### src/rtl/demux_dispatch_ctrl_pkg.sv
`default_nettype none
// ============================================================================
//  Module   : demux_pkg
//  Purpose  : Shared types and constants for the 1:4 demux dispatch
//             controller and its round-robin picker.
//  Contents : NUM_CH, SEL_W, mode encodings, holding-stage state type.
//  Revision : 1.0 - initial release
// ============================================================================
package demux_pkg;

   localparam int NUM_CH = 4;
   localparam int SEL_W  = 2;

   // cfg_mode encodings
   localparam logic MODE_RR    = 1'b0;
   localparam logic MODE_FIXED = 1'b1;

   // One-entry holding stage: empty or holding a word
   typedef enum logic [0:0] {
      ST_EMPTY = 1'b0,
      ST_HOLD  = 1'b1
   } state_e;

endpackage : demux_pkg
`default_nettype wire

### src/rtl/demux_dispatch_ctrl_rr_pick.sv
`default_nettype none
// ============================================================================
//  Module   : demux_rr_pick
//  Purpose  : Combinational first-set search of a 4-bit mask, starting at a
//             2-bit pointer and wrapping modulo 4. Reusable by any 4-way
//             round-robin arbiter.
//  Ports    : mask_i  [3:0] candidate mask
//             start_i [1:0] first index examined
//             idx_o   [1:0] first set index at or after start_i (mod 4)
//             found_o       mask_i has at least one bit set
//  Revision : 1.0 - initial release
// ============================================================================
module demux_rr_pick (
   input  logic [3:0] mask_i,
   input  logic [1:0] start_i,
   output logic [1:0] idx_o,
   output logic       found_o
);

   // Walk offsets from farthest to nearest so the nearest set bit is the
   // last (winning) assignment. 2-bit addition gives the wrap 3 -> 0.
   always_comb begin
      idx_o   = start_i;
      found_o = 1'b0;
      for (int k = 3; k >= 0; k--) begin
         if (mask_i[start_i + 2'(k)]) begin
            idx_o   = start_i + 2'(k);
            found_o = 1'b1;
         end
      end
   end

endmodule : demux_rr_pick
`default_nettype wire

### src/rtl/demux_dispatch_ctrl.sv
`default_nettype none
// ============================================================================
//  Module   : demux_dispatch_ctrl
//  Purpose  : Sequencing controller for a 1:4 demux. Registers each input
//             word in a one-entry holding stage and steers it to one output
//             channel, chosen round-robin over ch_en or fixed by cfg_sel.
//  Ports    : clk, rst (async, active high)
//             in_valid / in_ready / in_data   : producer stream
//             cfg_mode (0 RR, 1 fixed), cfg_sel, ch_en : channel policy
//             out_valid (one-hot) / out_ready : per-channel handshake
//             out_data, out_sel, busy          : held word, its select, full
//  Revision : 1.0 - initial release
// ============================================================================
module demux_dispatch_ctrl #(
   parameter int DATA_W = 8,
   parameter int NUM_CH = 4
) (
   input  logic                        clk,
   input  logic                        rst,
   input  logic                        in_valid,
   output logic                        in_ready,
   input  logic [DATA_W-1:0]           in_data,
   input  logic                        cfg_mode,
   input  logic [demux_pkg::SEL_W-1:0] cfg_sel,
   input  logic [NUM_CH-1:0]           ch_en,
   output logic [NUM_CH-1:0]           out_valid,
   input  logic [NUM_CH-1:0]           out_ready,
   output logic [DATA_W-1:0]           out_data,
   output logic [demux_pkg::SEL_W-1:0] out_sel,
   output logic                        busy
);

   import demux_pkg::*;

   state_e              state_q, state_d;
   logic [DATA_W-1:0]   data_q,  data_d;
   logic [SEL_W-1:0]    sel_q,   sel_d;
   logic [SEL_W-1:0]    ptr_q,   ptr_d;

   logic                w_full;
   logic                w_fire;
   logic                w_acc;
   logic                w_pick_ok;
   logic [SEL_W-1:0]    w_sel_inc;
   logic [SEL_W-1:0]    w_ptr_eff;
   logic [SEL_W-1:0]    w_rr_idx;
   logic                w_rr_found;
   logic [SEL_W-1:0]    w_pick;
   logic [NUM_CH-1:0]   w_onehot;

   assign w_full    = (state_q == ST_HOLD);
   assign w_fire    = w_full & out_ready[sel_q];
   assign w_sel_inc = sel_q + 2'd1;

   // When the held word leaves this cycle, the search for the incoming word
   // must already start after it, otherwise back-to-back streaming would
   // revisit the channel that just fired.
   assign w_ptr_eff = w_fire ? w_sel_inc : ptr_q;

   demux_rr_pick u_pick (
      .mask_i  (ch_en),
      .start_i (w_ptr_eff),
      .idx_o   (w_rr_idx),
      .found_o (w_rr_found)
   );

   assign w_pick_ok = (cfg_mode == MODE_FIXED) ? 1'b1 : w_rr_found;
   assign w_pick    = (cfg_mode == MODE_FIXED) ? cfg_sel : w_rr_idx;

   // in_ready depends on out_ready via fire; out_valid depends only on state.
   assign in_ready  = (~w_full | w_fire) & w_pick_ok;
   assign w_acc     = in_valid & in_ready;

   always_comb begin
      state_d = state_q;
      data_d  = data_q;
      sel_d   = sel_q;
      ptr_d   = ptr_q;
      if (w_fire) begin
         ptr_d   = w_sel_inc;
         state_d = ST_EMPTY;
      end
      // Target is latched only at acceptance; later cfg/mask changes cannot
      // retarget a held word.
      if (w_acc) begin
         state_d = ST_HOLD;
         data_d  = in_data;
         sel_d   = w_pick;
      end
   end

   always_ff @(posedge clk or posedge rst) begin
      if (rst) begin
         state_q <= ST_EMPTY;
         data_q  <= '0;
         sel_q   <= '0;
         ptr_q   <= '0;
      end else begin
         state_q <= state_d;
         data_q  <= data_d;
         sel_q   <= sel_d;
         ptr_q   <= ptr_d;
      end
   end

   always_comb begin
      w_onehot = '0;
      if (w_full) w_onehot[sel_q] = 1'b1;
   end

   assign out_valid = w_onehot;
   assign out_data  = data_q;
   assign out_sel   = sel_q;
   assign busy      = w_full;

endmodule : demux_dispatch_ctrl
`default_nettype wire

### config.mk
export PLATFORM = sky130hd
export DESIGN_NAME = demux_dispatch_ctrl
export DESIGN_NICKNAME = d
export VERILOG_FILES = /design/src/rtl/demux_dispatch_ctrl_pkg.sv /design/src/rtl/demux_dispatch_ctrl_rr_pick.sv /design/src/rtl/demux_dispatch_ctrl.sv
export SDC_FILE = /design/constraint.sdc
export NUM_CORES = 1
export LEC_CHECK = 0
export BUFFER_PORTS_ARGS = -buffer_cell sky130_fd_sc_hd__buf_2
export CAP_MARGIN = 30
export CORE_MARGIN = 2
export CORE_UTILIZATION = 48
export CTS_CLUSTER_SIZE = 12
export DETAILED_ROUTE_END_ITERATION = 8
export PLACE_DENSITY = 0.83
export RECOVER_POWER = 25
export SYNTH_ARGS = -nofsm -noshare
export SYNTH_HDL_FRONTEND = slang
export SYNTH_HIERARCHICAL = 1
export SYNTH_SLANG_ARGS = --single-unit
### constraint.sdc
create_clock -name clk -period 6.25 [get_ports clk]
set_input_delay 0.9375 -clock clk [delete_from_list [all_inputs] [get_ports clk]]
set_output_delay 0.9375 -clock clk [all_outputs]
set_load 0.05 [all_outputs]
=== After elaboration in Yosys (flattened, before gate mapping) ===
Index checks and enable logic that the tools add are counted.

* Memories kept: 0
* Register bits after elaboration: 13
* Bits in latches: 0
* Bits in writable memories: 0
* Output and inout port bits: 16
* Word-level logic and storage cells: 47
* Bits of input ports: 22
* Bits in read-only memories: 0

* Magnitude comparators: 6
* Reduce and logical (&&, ||, !) cells: 2
* Multiplexer cells: 26
* Equal/unequal tests: 0
* Multiply operators: 0
* Bitwise operators: 5
* Shift operators: 0
* Add/sub/neg operators: 4
* Divide/modulo/power cells: 0

{| class="wikitable"
|+ Operators with widths
! kind !! count
|-
| < comparator 2 x 3 -> 1 bit (second input constant) || 5
|-
| two-way mux 1 bit || 13
|-
| two-way mux 2 bit || 6
|-
| binary-select mux 1 bit (select 2 bit) || 5
|-
| adder 2 x 1 -> 2 bit (second input constant) || 2
|-
| adder 2 bit (second input constant) || 2
|-
| two-way mux 4 bit || 1
|-
| AND 1 bit || 3
|-
| demux 1 bit (select 2 bit) || 1
|-
| greater-or-equal comparator 2 x 1 -> 1 bit (second input constant) || 1
|-
| nonzero test 2 bit || 1
|-
| logical AND 1 bit || 1
|-
| inverter 1 bit || 1
|-
| OR 1 bit || 1
|}

=== Logic depth before layout (Yosys ltp) ===
* Depth in word-level cells: 15
* Gate-level depth with buffers: 8
* Depth with buffers taken out: 8

=== By module ===
The synthesis kept the hierarchy.

{| class="wikitable"
|+ By module, submodules not included
! module !! instances !! cells an instance !! area each (µm²) !! seq. area each (µm²)
|-
| demux_dispatch_ctrl || 1 || 53 || 691.9 || 325.3
|-
| demux_rr_pick || 1 || 16 || 100.1 || 0.0
|}

=== Worst setup path after synthesis ===
Ideal clock, no wire load.

* Path kind: input-to-output
* From: in out_ready[0]
* To: out in_ready
* Setup slack: 2,991 ps
* Cell stages on the path: 3
* Path buffers: 0
* Arrival time: 2,322 ps
* Data required time: 5,312 ps
* Cells stage by stage: mux2_4 nor2_1 nor3b_1

* Cells in the longest elaborated chain, start to end: 13
* Elaborated cells between the ends (all ways): 22
* Classes of those cells: add/sub (3); mux (16); bitwise (3)

{| class="wikitable"
|+ Ends and longest elaborated chain
! what !! line !! RTL
|-
| start: declaration || demux_dispatch_ctrl.sv:27 || <nowiki>input logic [NUM_CH-1:0] out_ready,</nowiki>
|-
| binary-select mux 1 bit (select 2 bit) (*) || demux_dispatch_ctrl.sv:52 || <nowiki>assign w_fire = w_full & out_ready[sel_q];</nowiki>
|-
| two-way mux 1 bit (implied by the code) (*) || demux_dispatch_ctrl.sv:52 ||
|-
| AND 1 bit (*) || demux_dispatch_ctrl.sv:52 ||
|-
| two-way mux 2 bit || -- ||
|-
| adder 2 bit || demux_dispatch_ctrl_rr_pick.sv:26 || <nowiki>if (mask_i[start_i + 2'(k)]) begin</nowiki>
|-
| binary-select mux 1 bit (select 2 bit) || demux_dispatch_ctrl_rr_pick.sv:26 ||
|-
| two-way mux 1 bit (implied by the code) || demux_dispatch_ctrl_rr_pick.sv:26 ||
|-
| two-way mux 1 bit (4 in a row) || demux_dispatch_ctrl_rr_pick.sv:26 ||
|-
| two-way mux 1 bit || demux_dispatch_ctrl.sv:67 || <nowiki>assign w_pick_ok = (cfg_mode == MODE_FIXED) ? 1'b1 : w_rr_found;</nowiki>
|-
| AND 1 bit (*) || demux_dispatch_ctrl.sv:71 || <nowiki>assign in_ready = (~w_full | w_fire) & w_pick_ok;</nowiki>
|-
| end: declaration || demux_dispatch_ctrl.sv:21 || <nowiki>output logic in_ready,</nowiki>
|}

Every way passes the cells marked *; elsewhere a longest branch is shown, timed or not. The select of a mux whose other input is x is not followed.

=== Worst setup path after layout ===
* From: in out_ready[0]
* To: reg sel_q[1] (netlist: out_sel[1])

* Elaborated cells between the ends (all ways): 28
* Classes of those cells: add/sub (3); mux (21); bitwise (4)

{| class="wikitable"
|+ RTL lines
! what !! line !! RTL
|-
| binary-select mux 1 bit (select 2 bit) (*) || demux_dispatch_ctrl.sv:52 ||
|-
| two-way mux 1 bit (implied by the code) (*) || demux_dispatch_ctrl.sv:52 ||
|-
| AND 1 bit (*) || demux_dispatch_ctrl.sv:52 ||
|-
| two-way mux 2 bit (*) || -- ||
|-
| adder 2 bit || demux_dispatch_ctrl_rr_pick.sv:26, demux_dispatch_ctrl_rr_pick.sv:27 ||
|-
| binary-select mux 1 bit (select 2 bit) || demux_dispatch_ctrl_rr_pick.sv:26 ||
|-
| two-way mux 1 bit (implied by the code) || demux_dispatch_ctrl_rr_pick.sv:26 ||
|-
| two-way mux 2 bit (3 in a row) || demux_dispatch_ctrl_rr_pick.sv:26 ||
|-
| two-way mux 2 bit (*) || demux_dispatch_ctrl_rr_pick.sv:26 ||
|-
| net w_rr_idx[1] || demux_dispatch_ctrl.sv:46 || <nowiki>logic [SEL_W-1:0] w_rr_idx;</nowiki>
|-
| two-way mux 2 bit (*) || demux_dispatch_ctrl.sv:68 || <nowiki>assign w_pick = (cfg_mode == MODE_FIXED) ? cfg_sel : w_rr_idx;</nowiki>
|-
| end signal: assignment || demux_dispatch_ctrl.sv:101 || <nowiki>sel_q <= sel_d;</nowiki>
|-
| end: declaration || demux_dispatch_ctrl.sv:37 || <nowiki>logic [SEL_W-1:0] sel_q, sel_d;</nowiki>
|}

The timed path passes the listed nets; every way through them passes the cells marked *. The select of a mux whose other input is x is not followed.
A chain may end at the register's enable or synchronous reset.

==> impl_metrics.json <==
{
  "dieArea_sq_um": 1990,
  "cts_buffers": 3,
  "power.leakage_nw": 0.531,
  "crit_arrival_ns": 2.92,
  "setup-tns-final_ns": 0,
  "crit_type": "primary input to flop",
  "cts_sinks": 13,
  "cp-end-kind": "flop",
  "portBuffers": 37,
  "holdPathStages": 1,
  "p_total_mw": 0.617,
  "synth_cell_types": 27,
  "post-place-ws_ns": 3.25,
  "synth_common_cells": "dfrtp_1, mux2_2",
  "fp.dieH_um": 44.6,
  "synth_warnings": 6,
  "grt_max_degree": 14,
  "reg2reg_from": "out_sel[0]",
  "grt_pass1_vias": 601,
  "synth_mux_area_share_pct": 22.6,
  "htreeDepth": 1,
  "overflow": 0,
  "maxCapViolCount": 0,
  "synth-edff-count": 0,
  "min_to": "out_data[0]",
  "post-dp-hpwl_um": 1250,
  "ios": 38,
  "fmax_ghz": 0.367,
  "seq_area_sq_um": 325,
  "antenna_found_initial": 0,
  "hold_buffers": 0,
  "p_per_area_nw_per_um2": 603,
  "multi_input_area_sq_um": 452,
  "antenna_cells": 0,
  "yosys.area_share.xor_xnor_pct": 0,
  "syn_area_per_cell_sq_um": 11.5,
  "timing.rr.end": "out_sel[1]",
  "synth_compound_area_share_pct": 11.4,
  "netlist_top_cells_area": "dfrtp_1, mux2_2, ha_1",
  "crit_required_ns": 6.44,
  "drive_gt1_share_pct": 51.8,
  "numPlacedInstances": 122,
  "drtIter0Drc": 6,
  "via_per_inst": 5.17,
  "area_growth_pct": 29.2,
  "yosys.cell_count.top_type": "dfrtp_1",
  "insertion_delay_ns": 0.26,
  "vias": 651,
  "critPathMaxFanout": 6,
  "yosysTopAreaCellShare_pct": 41.1,
  "period_share_pct": 43.6,
  "grt_first_pass_wirelength_um": 2440,
  "start_util_pct": 52.0,
  "tritoncts": "yes",
  "ys.flop_type": "dfrtp_1",
  "synth_area_sq_um": 792,
  "ys_ff_latch": 13,
  "cts_setup_buffers": 0,
  "cts.repair.resized": 0,
  "die_w_um": 44.6,
  "wl_um": 1470,
  "core_sq_um": 1520,
  "ys_seq_area_share_pct": 41.1,
  "dr.pass1.iters": 2,
  "worst_slack_ns": 3.53,
  "finalHoldViolations": 0,
  "synth_top_family_by_area": "multiplexers",
  "rsz0062_at_grt": "false",
  "netlist_instances": 69,
  "hp-class": "flop to flop",
  "nets": 137,
  "cts_max_path_buffers": 2,
  "synthAdderAreaFrac_pct": 6.32,
  "drc": 0,
  "root_buffer": "clkbuf_4",
  "setup_violations": 0,
  "post_drt_wl_per_cell_um": 11.7,
  "async_flop_share_pct": 100,
  "synth_largest_area_cell": "dfrtp_1",
  "track_usage_pct": 17.0,
  "n_fill_cell": 131,
  "worst_pin_slew_ns": 0.461,
  "fin_skew_ns": 0.00259,
  "status": "finished, final reports clean",
  "synth_fp_nets": 95,
  "path_clk_slew_ns": 0.07,
  "layout.cells.non_filler": 126,
  "min_from": "out_data[0]",
  "reg2reg_slack_ns": 3.73,
  "report.final.slew_viol_count": 0,
  "startpoint_type": "primary input",
  "row_count": 14,
  "synthSimpleGateAreaFrac_pct": 16.7,
  "relSlewSlack_pct": 69.3,
  "ir_worst_vdd_mv": 0.322,
  "ant_nets": 0,
  "min_period_ns": 2.72,
  "globalplace.congestion": 0.776,
  "r2r_cells": 8
}
layout make-up:
class / instances / share of cell area, %
multi-input cells: 52 / 44.1
flip-flops and latches: 13 / 31.8
repair buffers: 37 / 18.1
clock buffers: 4 / 2.57
well taps: 16 / 1.96
inverters: 4 / 1.47
layout by cell type, fill, tap and decap left out, types with 2 or more instances in the layout:
master / netlist / layout
a2bb2oi_1: 2 / 2
and2_1: 4 / 4
and2b_2: 2 / 2
buf_2: 0 / 37
clkbuf_4: 0 / 3
dfrtp_1: 13 / 13
ha_1: 4 / 4
inv_1: 4 / 4
mux2_2: 11 / 11
mux2i_1: 4 / 4
nand2_1: 3 / 3
nor2_1: 4 / 4
o21ai_0: 2 / 2
per-stage QoR:
| stage | hold slack (ns) | util [%] | cell area (sq um) |
|---|---|---|---|
| floorplan | 0.489 | - | 792 |
| global placement | 0.482 | 65.4 | 997 |
| detailed placement | 0.490 | 65.4 | 997 |
| CTS | 0.507 | 67.2 | 1020 |
| global route | 0.526 | 67.2 | 1020 |
| finish | 0.500 | 67.2 | 1020 |
logic make-up (layout without fill, tap and decap cells):
kind of cell	Yosys count	count (layout)
simple gates	22	22
flops	13	13
mux	16	16
fa+ha+maj	4	4
compound gates	10	10
buf+inv	4	45
worst max path at each step:
stage	cells after the start	slack [ns]	to	startpoint
2_1_floorplan	3	2.99	in_ready	out_ready[0]
5_1_grt	9	3.43	out_sel[1]	out_ready[0]
6_report	9	3.53	out_sel[1]	out_ready[0]
4_1_cts	9	3.53	out_sel[1]	out_ready[0]
3_5_place_dp	9	3.25	out_sel[1]	out_ready[0]
3_3_place_gp	9	3.31	out_sel[1]	out_ready[0]
flip-flops by register name, summed over array words and instances, names as in the netlist:
name	count
busy	1
out_data	8
ptr_q	2
out_sel	2
critical path: stages:
cell,delay (ns)
buf_2,0.09
mux2_4,0.30
a2bb2oi_1,0.25
mux2_2,0.42
and3b_1,0.19
or4_1,0.46
nand2_1,0.07
mux2i_1,0.06
a31oi_1,0.15
power breakdown:
group          internal, mW  total [mW]  switching, mW
Clock                0.0247      0.0481         0.0234
Combinational         0.133       0.412          0.278
Sequential            0.126       0.158         0.0316
per-layer routing:
| layer | vias up | share of wire, % | wire (um) | global-route usage (%) |
|---|---|---|---|---|
| met3 | 2 | 5.6 | 83 | 4.90 |
| met1 | 298 | 41 | 602 | 18.8 |
| met4 | 0 | 0.54 | 8 | 5.45 |
| met2 | 20 | 53 | 777 | 30.7 |
| met5 | - | 0 | 0 | 0 |
| li1 | 331 | - | - | - |
(Power assumes the default switching activity.)
